<file path="src/rtl/intr_pkg.sv">
// Shared definitions for the priority interrupt controller: offer FSM states,
// the default channel count and the channel-ID width helper.
package intr_pkg;

  typedef enum logic {
    ST_IDLE  = 1'b0,
    ST_OFFER = 1'b1
  } state_t;

  localparam int DEFAULT_NUM_CH = 27;

  // Width of a channel ID; never narrower than one bit.
  function automatic int id_width(input int n);
    return (n < 2) ? 1 : $clog2(n);
  endfunction

endpackage

</file>
<file path="src/rtl/prio_intr_ctrl_if.sv">
// Offer/accept and end-of-interrupt handshake bundle of prio_intr_ctrl.
// master = controller side, slave = interrupt consumer side.
interface prio_intr_ctrl_if
  import intr_pkg::*;
#(
  parameter int ID_W = id_width(DEFAULT_NUM_CH)
);

  logic            irq_valid_o;
  logic [ID_W-1:0] irq_id_o;
  logic            irq_ready_i;
  logic            eoi_valid_i;
  logic [ID_W-1:0] eoi_id_i;

  modport master (
    output irq_valid_o, irq_id_o,
    input  irq_ready_i, eoi_valid_i, eoi_id_i
  );

  modport slave (
    input  irq_valid_o, irq_id_o,
    output irq_ready_i, eoi_valid_i, eoi_id_i
  );

endinterface

</file>
<file path="src/rtl/prio_find_first.sv">
// Lowest-set-bit encoder: reports whether any bit is set and the index of
// the lowest one (index is 0 when nothing is set).
module prio_find_first #(
  parameter int W  = 8,
  parameter int IW = 3
) (
  input  logic [W-1:0]  vec,
  output logic          found,
  output logic [IW-1:0] idx
);

  // scan from the top so the lowest set bit is the last one written
  always_comb begin
    found = 1'b0;
    idx   = '0;
    for (int i = W - 1; i >= 0; i--) begin
      if (vec[i]) begin
        found = 1'b1;
        idx   = IW'(i);
      end
    end
  end

endmodule

</file>
<file path="src/rtl/prio_intr_ctrl.sv">
// Clocked fixed-priority interrupt controller with nesting.
// Requests latch into pending (edge or level per channel), are masked and
// bounded by the highest-priority in-service channel, and the lowest eligible
// index is offered over a valid/ready handshake. Accepted channels stay in
// service until an end-of-interrupt strobe retires them.
// Optional build macro PRIO_INTR_KEY_LOCK_EN adds key_i/KEY_VAL, which XOR
// the reported (and recorded) channel ID with key_i ^ KEY_VAL.
module prio_intr_ctrl
  import intr_pkg::*;
#(
  parameter int                NUM_CH    = DEFAULT_NUM_CH,
  parameter int                ID_W      = id_width(NUM_CH),
  parameter logic [NUM_CH-1:0] EDGE_MODE = {NUM_CH{1'b1}}
`ifdef PRIO_INTR_KEY_LOCK_EN
  ,
  parameter logic [ID_W-1:0]   KEY_VAL   = '0
`endif
) (
  input  logic              clk,
  input  logic              rst_n,
  input  logic [NUM_CH-1:0] req_i,
  input  logic [NUM_CH-1:0] mask_i,
  prio_intr_ctrl_if.master  bus,
`ifdef PRIO_INTR_KEY_LOCK_EN
  input  logic [ID_W-1:0]   key_i,
`endif
  output logic [NUM_CH-1:0] pending_o,
  output logic [NUM_CH-1:0] in_service_o,
  output logic              err_o
);

  state_t            state_reg;
  logic              irq_valid_reg;
  logic [ID_W-1:0]   irq_id_reg;
  logic              err_reg;
  logic [NUM_CH-1:0] pending_reg, pending_next;
  logic [NUM_CH-1:0] in_service_reg, in_service_next;

  logic [NUM_CH-1:0] acc_sel, eoi_sel, below_bound, eligible;
  logic              accept, eoi_hit;
  logic              bound_found, win_found;
  logic [ID_W-1:0]   bound_idx, win_idx, offer_id;

  assign accept = irq_valid_reg & bus.irq_ready_i;

  // Nesting bound: only channels above the most urgent in-service one compete.
  prio_find_first #(.W(NUM_CH), .IW(ID_W)) u_bound (
    .vec   (in_service_reg),
    .found (bound_found),
    .idx   (bound_idx)
  );

  prio_find_first #(.W(NUM_CH), .IW(ID_W)) u_win (
    .vec   (eligible),
    .found (win_found),
    .idx   (win_idx)
  );

  for (genvar gi = 0; gi < NUM_CH; gi++) begin : g_ch
    assign acc_sel[gi]     = accept & (irq_id_reg == ID_W'(gi));
    assign eoi_sel[gi]     = bus.eoi_valid_i & (bus.eoi_id_i == ID_W'(gi));
    assign below_bound[gi] = ~bound_found | (ID_W'(gi) < bound_idx);
    assign eligible[gi]    = pending_reg[gi] & ~mask_i[gi] & ~in_service_reg[gi] & below_bound[gi];

    if (EDGE_MODE[gi]) begin : g_edge
      logic req_prev_reg;
      // remember the previous request level so each rising edge latches once
      always_ff @(posedge clk) begin
        if (!rst_n) req_prev_reg <= 1'b0;
        else        req_prev_reg <= req_i[gi];
      end
      // a fresh edge in the acceptance cycle keeps the channel pending
      assign pending_next[gi] = (req_i[gi] & ~req_prev_reg) | (pending_reg[gi] & ~acc_sel[gi]);
    end else begin : g_level
      assign pending_next[gi] = req_i[gi];
    end
  end

  // Retire the EOI target (only if it is really in service), then record the
  // accepted ID; with a corrupted key both may hit one bit and acceptance wins.
  assign eoi_hit         = |(eoi_sel & in_service_reg);
  assign in_service_next = (in_service_reg & ~eoi_sel) | acc_sel;

`ifdef PRIO_INTR_KEY_LOCK_EN
  assign offer_id = win_idx ^ (key_i ^ KEY_VAL);
`else
  assign offer_id = win_idx;
`endif

  // pending / in-service / sticky error registers
  always_ff @(posedge clk) begin
    if (!rst_n) begin
      pending_reg    <= '0;
      in_service_reg <= '0;
      err_reg        <= 1'b0;
    end else begin
      pending_reg    <= pending_next;
      in_service_reg <= in_service_next;
      if (bus.eoi_valid_i && !eoi_hit) err_reg <= 1'b1;
    end
  end

  // offer FSM: capture the winner in IDLE, hold it stable until accepted
  always_ff @(posedge clk) begin
    if (!rst_n) begin
      state_reg     <= ST_IDLE;
      irq_valid_reg <= 1'b0;
      irq_id_reg    <= '0;
    end else begin
      case (state_reg)
        ST_IDLE: begin
          if (win_found) begin
            irq_valid_reg <= 1'b1;
            irq_id_reg    <= offer_id;
            state_reg     <= ST_OFFER;
          end
        end
        ST_OFFER: begin
          if (accept) begin
            irq_valid_reg <= 1'b0;
            state_reg     <= ST_IDLE;
          end
        end
        default: state_reg <= ST_IDLE;
      endcase
    end
  end

  assign bus.irq_valid_o = irq_valid_reg;
  assign bus.irq_id_o    = irq_id_reg;
  assign pending_o       = pending_reg;
  assign in_service_o    = in_service_reg;
  assign err_o           = err_reg;

endmodule

</file>
<file path="src/flat_wrapper.sv">
// flat-port wrapper written by rule: the top's interface ports become plain ports
module prio_intr_ctrl_flat import intr_pkg::*;
#(
  parameter int                NUM_CH    = DEFAULT_NUM_CH,
  parameter int                ID_W      = id_width(NUM_CH),
  parameter logic [NUM_CH-1:0] EDGE_MODE = {NUM_CH{1'b1}}

)
  (clk, rst_n, req_i, mask_i, pending_o, in_service_o, err_o, bus_irq_valid_o, bus_irq_id_o, bus_irq_ready_i, bus_eoi_valid_i, bus_eoi_id_i);
  prio_intr_ctrl_if #(.ID_W(ID_W)) bus_i ();
  input  logic clk;
  input  logic rst_n;
  input  logic [NUM_CH-1:0] req_i;
  input  logic [NUM_CH-1:0] mask_i;
  output logic [NUM_CH-1:0] pending_o;
  output logic [NUM_CH-1:0] in_service_o;
  output logic err_o;
  output wire logic [$bits(bus_i.irq_valid_o)-1:0] bus_irq_valid_o;
  output wire logic [$bits(bus_i.irq_id_o)-1:0] bus_irq_id_o;
  input wire logic [$bits(bus_i.irq_ready_i)-1:0] bus_irq_ready_i;
  input wire logic [$bits(bus_i.eoi_valid_i)-1:0] bus_eoi_valid_i;
  input wire logic [$bits(bus_i.eoi_id_i)-1:0] bus_eoi_id_i;
  assign bus_irq_valid_o = bus_i.irq_valid_o;
  assign bus_irq_id_o = bus_i.irq_id_o;
  assign bus_i.irq_ready_i = bus_irq_ready_i;
  assign bus_i.eoi_valid_i = bus_eoi_valid_i;
  assign bus_i.eoi_id_i = bus_eoi_id_i;
  prio_intr_ctrl #(.NUM_CH(NUM_CH), .ID_W(ID_W), .EDGE_MODE(EDGE_MODE)) u_core (.clk(clk), .rst_n(rst_n), .req_i(req_i), .mask_i(mask_i), .bus(bus_i), .pending_o(pending_o), .in_service_o(in_service_o), .err_o(err_o));
endmodule
</file>
<file path="config.mk">
export PLATFORM = sky130hd
export DESIGN_NAME = prio_intr_ctrl_flat
export DESIGN_NICKNAME = d
export VERILOG_FILES = /design/src/rtl/intr_pkg.sv /design/src/rtl/prio_intr_ctrl_if.sv /design/src/rtl/prio_find_first.sv /design/src/rtl/prio_intr_ctrl.sv /design/src/flat_wrapper.sv
export SDC_FILE = /design/constraint.sdc
export NUM_CORES = 1
export LEC_CHECK = 0
export CORE_MARGIN = 5
export CORE_UTILIZATION = 53
export CTS_CLUSTER_SIZE = 14
export DETAILED_ROUTE_END_ITERATION = 8
export PLACE_DENSITY = 0.86
export SLEW_MARGIN = 20
export SYNTH_ARGS = -nofsm -noshare
export SYNTH_HDL_FRONTEND = slang
export SYNTH_SLANG_ARGS = --single-unit
</file>
<file path="constraint.sdc">
create_clock -name clk -period 8.91 [get_ports clk]
set_clock_uncertainty 0.15 [all_clocks]
set_input_delay 1.782 -clock clk [delete_from_list [all_inputs] [get_ports clk]]
set_output_delay 1.782 -clock clk [all_outputs]
set_load 0.05 [all_outputs]
</file>
**Word level (Yosys, flattened, before mapping)**

Cells that the tools add are included.

- Bits in registers: 89
- Word-level logic and storage cells: 593

- Magnitude comparators: 27
- Eq/ne operators: 54
- Multiplexer cells: 114
- Bitwise logic cells: 358
- Reduce and logical (&&, ||, !) cells: 7

Operator list:

| kind | number |
|---|---|
| two-way mux 5 bit | 54 |
| bitwise AND 1 bit | 190 |
| equality test 5 bit (second input constant) | 22 |
| inverter 1 bit | 110 |
| equality test 5 x 4 -> 1 bit (second input constant) | 16 |
| two-way mux 1 bit | 58 |
| < comparator 5 bit (first input constant) | 11 |
| bitwise AND 27 bit | 2 |
| bitwise OR 1 bit | 54 |
| equality test 5 x 3 -> 1 bit (second input constant) | 8 |
| < comparator 4 x 5 -> 1 bit (first input constant) | 8 |
| inverter 27 bit | 1 |
| bitwise OR 27 bit | 1 |
| OR reduction 27 bit | 1 |
| equality test 5 x 2 -> 1 bit (second input constant) | 4 |
| < comparator 3 x 5 -> 1 bit (first input constant) | 4 |
| equality test 5 x 1 -> 1 bit (second input constant) | 2 |
| logical NOT 5 bit | 2 |
| < comparator 1 x 5 -> 1 bit (first input constant) | 2 |
| < comparator 2 x 5 -> 1 bit (first input constant) | 2 |
| inequality test 2 bit (second input constant) | 2 |
| case mux 1 bit (2 select lines) | 2 |
| AND reduction 2 bit | 2 |
| logical AND 1 bit | 1 |
| logical NOT 1 bit | 1 |

**Longest topological paths before layout**

Gate-level depths: netlist of run 1.

- Depth after elaboration: 59
- Depth in mapped cells: 10
- Gate-level depth less buffers: 9

**By module**

From an unflattened synthesis of run 1, not the netlist that was laid out.

- Cell total of the unflattened synthesis: 599
- Area total of the unflattened synthesis: 4708.3 µm²

Modules (own cells, without submodules):

| module | instances | cells each | area an instance (µm²) |
|---|---|---|---|
| prio_intr_ctrl | 1 | 485 | 4045.1 |
| prio_find_first | 2 | 57 | 331.6 |

**Least setup slack after synthesis of run 1**

OpenSTA, ideal clock, no wires.

- Path kind: input -> register
- Start point: input port mask_i[22]
- End point: register u_core.irq_id_reg[1], in the netlist u_core.bus.irq_id_o[1]
- Arrival time: 3525 ps
- Path slack: 5166 ps
- Stages: 9
- Buffers on the path: 0
- Cells stage by stage: nor3b_1 -> nor2_1 -> a211o_1 -> o311ai_0 -> a21oi_1 -> nor2_1 -> nor4_1 -> or4b_1 -> o21ai_1

- Longest elaborated chain between the ends: 28
- Elaborated cells on any way between the ends: 51
- Those cells by class: mux (46); bitwise (4); reduce/logical (1)

RTL lines:

| element | RTL line | source |
|---|---|---|
| start, declared | flat_wrapper.sv:14 | `input logic [NUM_CH-1:0] mask_i;` |
| inverter 1 bit * | prio_intr_ctrl.sv:63 | `assign eligible[gi] = pending_reg[gi] & ~mask_i[gi] & ~in_service_reg[gi] & below_bound[gi];` |
| bitwise AND 1 bit * (3 in a row) | prio_intr_ctrl.sv:63 |  |
| two-way mux 1 bit (23 in a row) | prio_find_first.sv:17 | `if (vec[i]) begin` |
| AND reduction 2 bit (no line) | n/a |  |
| end signal, assigned | prio_intr_ctrl.sv:114 | `irq_id_reg <= offer_id;` |
| end, declared | prio_intr_ctrl.sv:34 | `logic [ID_W-1:0] irq_id_reg;` |

Every way passes the cells marked *; elsewhere a longest branch is shown, timed or not.
A chain may end at the register's enable or synchronous reset.

**Worst setup path after layout of run 1**

- Start point: input port mask_i[9]
- End point: register u_core.irq_id_reg[2], in the netlist u_core.bus.irq_id_o[2]

- Longest elaborated chain between the ends: 15
- Elaborated cells on any way between the ends: 25
- Those cells by class: mux (20); bitwise (4); reduce/logical (1)

RTL lines:

| element | RTL line |
|---|---|
| inverter 1 bit * | prio_intr_ctrl.sv:63 |
| bitwise AND 1 bit * (3 in a row) | prio_intr_ctrl.sv:63 |
| two-way mux 1 bit (10 in a row) | prio_find_first.sv:17 |
| AND reduction 2 bit (no line) | n/a |

Marks and branches as above.

==> results of run 1 <==
[worst reg2reg max path, stage by stage, from the launching register on]
cell	delay, ps
dfxtp_1	460
nor4_4	600
nand4_1	540
or3_4	570
o311ai_0	370
a21oi_1	120
a2111oi_0	570
o31ai_1	160
o21ai_0	180
[report_power, final]
part           leakage, nW  internal, mW  switching, mW
logic                 1.41         0.119          0.191
registers            0.734         0.422         0.0303
clock network       0.0952         0.113          0.158
[synth_stat cells, types with 3 or more instances]
library cell,count
and2_2,3
a31oi_1,7
a22oi_1,3
o31ai_1,5
a21oi_1,72
or2_2,8
or3_1,9
nor3_1,8
nor2_1,65
nand3_1,18
and2_1,27
nand2_1,48
o22ai_1,3
dfxtp_1,89
o221ai_1,3
o311ai_0,3
nand2b_1,15
nor4_1,9
inv_1,15
nor2b_1,31
o21ai_0,43
mux2i_1,5
a211oi_1,5
clkbuf_1,19
nor4b_1,3
nor3b_1,13
or4_1,4
o211ai_1,5
[area by class of cell]
class | instances | share of cell area (%)
Inverter | 15 | 0.926
Tap cell | 108 | 2.22
Clock inverter | 6 | 0.823
Multi-Input combinational cell | 461 | 44.0
Sequential cell | 89 | 29.3
Timing Repair Buffer | 125 | 20.5
Clock buffer | 10 | 2.26
[cell families (layout without fill, tap and decap cells)]
family	count (synthesis)	after routing	share of synthesized area, %
DFF	89	89	38.6
and+or+nand+nor	278	278	32.8
buffers and inverters	38	156	3.58
muxes	6	6	1.33
AOI/OAI and AO/OA	177	177	23.7
[per-stage QoR]
step	utilization [%]	worst slack, ps	hold WS (ps)	power, mW
floorplan	-	5170	314	0.657
global placement	68.6	4530	291	0.762
detailed placement	68.6	4430	314	0.764
CTS	70.7	4810	331	1.03
global route	70.7	4670	341	1.07
finish	70.7	4750	325	1.03
[per-layer routing]
metal / up-vias / global-route usage [%] / routed length (um)
met3: 40 / 5.57 / 1720
met5: - / 0 / 0
met2: 311 / 44.5 / 7220
met1: 2338 / 43.9 / 6890
met4: 0 / 11.1 / 452
li1: 2337 / - / -
[worst paths after layout]
path,start,slack (ps),end
setup / recovery,mask_i[9],4750,u_core.bus.irq_id_o[2]$_SDFFE_PN0P_
hold reg to reg,u_core.err_o$_SDFFE_PN0P_,320,u_core.err_o$_SDFFE_PN0P_
hold / removal,u_core.err_o$_SDFFE_PN0P_,320,u_core.err_o$_SDFFE_PN0P_
setup reg to reg,u_core.in_service_o[3]$_SDFF_PN0_,5130,u_core.bus.irq_id_o[0]$_SDFFE_PN0P_
==> results by group, run 1 <==
GRT
  – Largest net degree at the start of global routing: 36
  – Initial antenna violation count: 0
  – GRT Total Usage: 30.2%
  – GRT overflow: 0
  – First-pass GRT wire length: 24700 um
  – Vias in the first global route: 4604

Floorplan
  – Core area: ~8600 sq um
  – Rows: 34
  – Die span in y: 103 um
  – Die footprint: 10700 sq um
  – Ports: 124
  – Die X: 103 um
  – Initial core utilization: between 50% and 60%

Yosys
  – Ys async rst share: 0%
  – Seq cells post-synth: 89
  – Ranking of synthesized cells by area: dfxtp_1, a21oi_1, nor2_1
  – Mapped Area: 4620 sq um
  – Yosys cell types: slightly above 70
  – Synth Area per Inst: 7.86 sq um
  – Post-Synthesis Cells: 588
  – Ys flop type: dfxtp_1
  – Cell type with the largest total area after synthesis: dfxtp_1
  – Syn nets: 651
  – Seq/Total Area, Yosys: 38.6%
  – Post-synth EDFFs: 0
  – Yosys warning count: 0
  – Yosys top cell area share: 38.6%

Clocking
  – Clock Path Buffers: 2
  – Root Driver: clkbuf_8
  – Clock Pin Slew Worst Setup and Hold Paths: 100 ps
  – TritonCTS Buffers: 9
  – H-tree levels: 3
  – CTS tree: done
  – Hold-fix buffers, CTS: 0
  – CTS Sinks: 89
  – Skew-Pair Late Insertion Delay: 370 ps
  – # resized after CTS: 0
  – Post-CTS Setup Inserts: 0

Hold path
  – Hold depth: 2
  – HP Class: flop to flop

Worst setup path
  – Crit path DAT: between 4000 and 5000 ps
  – Critical path depth: 9
  – Crit path max fanout: 6
  – Critical Path Max Stage Delay: 740 ps
  – Crit path kind: input port to flop
  – Worst Setup End Kind: flop
  – WP data required: about 9000 ps
  – CP max-delay cell: a211oi_1
  – CP cell instances: clkdlybuf4s50_1 -> nor2_1 -> nand2_1 -> a31oi_1 -> a211oi_1 -> nand3_4 -> o41ai_4 -> a211o_2 -> a21oi_2
  – Critical path launch point type: input port
  – CP Buf/Inv Count: 1
  – R2R depth: 8
  – CP delay by family, top: compound AO/OA/AOI/OAI gates

Timing
  – Worst slew margin: about two fifths
  – Sum Neg Setup Slack: 0 ps
  – F_max: 0.240 GHz
  – Worst-Margin Slew: 894 ps
  – Final setup viols: 0
  – Tcrit/Tclk final: a little under half
  – Fin crit period: 4160 ps
  – Slew Limit Fails: 0
  – Final hold vios: 0
  – RSZ-0062 raised after global routing: no

Route
  – DR pass1 iterations: 5
  – DRC: 0
  – Post-route ant nets: 0
  – Initial DRC Count: 504
  – DR WL/cell: 20.0 um
  – Vias/cell: 6.17
  – Vias: between 5000 and 6000
  – Routed wire length: 16300 um

Placement
  – GPL Wtd Cong: 1.01
  – Hpwl dp: 12600 um
  – Placed Instances: 798
  – Placed inst area: 5890 sq um
  – # port buffers: 123

Finish
  – Most common cell after layout, fill and taps aside: clkdlybuf4s50_1
  – Fillers: 718
  – Most frequent cells in the layout: clkdlybuf4s50_1, dfxtp_1, a21oi_1
  – Area of the multi-input gates: roughly 2700 sq um
  – N_diodes: 0
  – Post-route design area: between 6000 and 7000 sq um
  – Layout Nets: 764
  – Layout area overhead: 31.6%
  – Non-Filler Instances: 814
  – Seq. cell area: 1780 sq um
  – Layout cell share with drive strength beyond 1: 7.22%

Power
  – PwrDens: 170 nW/um^2
  – Cell leakage power: 2.24 nW
  – Max VDD drop: 0.155 mV

Run status
  – Result of the run: complete, no violations

Run
  – Max-cap violation count: 0
Note: power is estimated with default switching activity, not from simulation.
==> run 2, diff against run 1 <==
--- a/config.mk
+++ b/config.mk
@@ -6,10 +6,10 @@
 export NUM_CORES = 1
 export LEC_CHECK = 0
 export CORE_MARGIN = 5
-export CORE_UTILIZATION = 53
+export CORE_UTILIZATION = 49
 export CTS_CLUSTER_SIZE = 14
 export DETAILED_ROUTE_END_ITERATION = 8
-export PLACE_DENSITY = 0.86
+export PLACE_DENSITY = 0.81
 export SLEW_MARGIN = 20
 export SYNTH_ARGS = -nofsm -noshare
 export SYNTH_HDL_FRONTEND = slang
==> constraint.sdc (replaced) <==
create_clock -name clk -period 4.35 [get_ports clk]
set_clock_uncertainty 0.15 [all_clocks]
set_input_delay 0.87 -clock clk [delete_from_list [all_inputs] [get_ports clk]]
set_output_delay 0.87 -clock clk [all_outputs]
set_load 0.05 [all_outputs]
==> run 2 against run 1 <==
Net effect:
- register-to-register slack worse by 4200 ps
- count of clock-buffer cells in the layout is 1 higher
- clock power is 96% higher
- sequential power is 110% higher
- flip-flop and latch count stayed put
- via count is 2.2% lower
- largest power group unchanged
- first-iteration DRC count is 13% lower
- hold slack worse by 24 ps
- sequential share of layout area is 0.13 points lower
==> results by group, run 2 (synthesized netlist as in run 1, its figures left out) <==
Worst setup path
  – CP cell instances: or4_1 -> o221a_1 -> o21ai_0 -> nor2_1 -> a21oi_1 -> o211ai_1 -> o41ai_4 -> a211o_2 -> a21oi_2
  – CP max-delay cell: o41ai_4
  – Crit path max fanout: 7
  – Crit path kind: flop to flop
  – Crit path DAT: 3450 ps
  – Worst Setup End Kind: flop
  – Critical Path Max Stage Delay: 570 ps
  – WP data required: about 4400 ps
  – Critical path launch point type: flop

Hold path
  – HP Class: flop to flop

Run
  – Max-cap violation count: 0

Route
  – DRC: 0
  – DR WL/cell: roughly 20 um
  – Vias: around 5000
  – Routed wire length: between 15000 and 20000 um
  – Post-route ant nets: 0
  – Initial DRC Count: 437
  – Vias/cell: 5.99
  – DR pass1 iterations: 5

GRT
  – Largest net degree at the start of global routing: 59
  – GRT overflow: 0
  – Vias in the first global route: 4831
  – First-pass GRT wire length: 25200 um
  – GRT Total Usage: 28.3%
  – Initial antenna violation count: 1

Finish
  – Layout area overhead: 32.2%
  – N_diodes: 0
  – Layout Nets: roughly 770
  – Most frequent cells in the layout: clkdlybuf4s50_1, dfxtp_1, a21oi_1
  – Most common cell after layout, fill and taps aside: clkdlybuf4s50_1
  – Seq. cell area: 1780 sq um
  – Area of the multi-input gates: 2670 sq um
  – Fillers: 821
  – Layout cell share with drive strength beyond 1: 7.46%

Clocking
  – CTS Sinks: slightly below 90
  – Clock Path Buffers: 2
  – Root Driver: clkbuf_8
  – H-tree levels: 3
  – CTS tree: done
  – Skew-Pair Late Insertion Delay: roughly 360 ps
  – Clock Pin Slew Worst Setup and Hold Paths: 100 ps
  – TritonCTS Buffers: 9
  – # resized after CTS: 0
  – Post-CTS Setup Inserts: 0
  – Hold-fix buffers, CTS: 0

Placement
  – # port buffers: around 120
  – Hpwl dp: 12600 um
  – GPL Wtd Cong: between 1 and 1.5

Floorplan
  – Rows: 35
  – Initial core utilization: 50.2%
  – Die X: around 110 um
  – Ports: 124
  – Die span in y: around 110 um
  – Die footprint: 11500 sq um
  – Core area: 9200 sq um

Timing
  – Final hold vios: 0
  – Fin crit period: 3370 ps
  – Slew Limit Fails: 0
  – Worst-Margin Slew: 858 ps
  – F_max: 0.296 GHz
  – Tcrit/Tclk final: 77.5%
  – RSZ-0062 raised after global routing: no
  – Worst slew margin: a little over two fifths
  – Sum Neg Setup Slack: 0 ps
  – Final setup viols: 0

Power
  – Max VDD drop: 0.258 mV
  – PwrDens: 344 nW/um^2
  – Pwr Total: 2.10 mW
  – Cell leakage power: around 2.2 nW

Run status
  – Result of the run: complete, no violations
==> run 2: layout make-up <==
| class | instances | area share [%] |
|---|---|---|
| Clock inverter | 5 | 0.635 |
| Inverter | 15 | 0.922 |
| Timing Repair Buffer | 129 | 20.9 |
| Tap cell | 111 | 2.27 |
| Multi-Input combinational cell | 461 | 43.8 |
| Sequential cell | 89 | 29.2 |
| Clock buffer | 11 | 2.32 |
==> run 2: final timing paths <==
check             slack (ps)                          startpoint  cells past startpoint                                   to
setup / recovery         980  u_core.in_service_o[23]$_SDFF_PN0_                      9  u_core.bus.irq_id_o[2]$_SDFFE_PN0P_
hold / removal           300           u_core.err_o$_SDFFE_PN0P_                      2            u_core.err_o$_SDFFE_PN0P_
setup reg to reg         980  u_core.in_service_o[23]$_SDFF_PN0_                      9  u_core.bus.irq_id_o[2]$_SDFFE_PN0P_
hold reg to reg          300           u_core.err_o$_SDFFE_PN0P_                      2            u_core.err_o$_SDFFE_PN0P_
==> run 2: where the power goes <==
group          switching, mW  total [mW]  internal [mW]
logic                  0.388       0.641          0.253
registers             0.0634       0.927          0.864
clock network          0.306       0.531          0.226
==> run 2: routing by layer <==
metal	up-vias	global-route usage, %	share of wire [%]
li1	2348	-	-
met1	2271	37.2	42
met2	253	43.3	45
met3	40	8.85	10
met4	2	10.6	2.8
met5	-	0	0.092
==> run 2: critical path: cells and delay by family, from the launching register on <==
family | cells | cell delay, ps
simple gates | 2 | 690
compound gates | 7 | 2020
flops | 1 | 390
==> run 2: through the flow <==
stage | hold slack, ps | utilization (%) | cell area, sq um | std cells | setup slack [ps]
finish | 301 | 66.4 | 6110 | 821 | 977
detailed placement | 291 | 64.4 | 5930 | 805 | 889
global route | 318 | 66.4 | 6110 | 821 | 673
global placement | 286 | 64.4 | 5930 | 805 | 969
CTS | 306 | 66.4 | 6110 | 821 | 1010
floorplan | 314 | - | 4620 | 588 | 1120
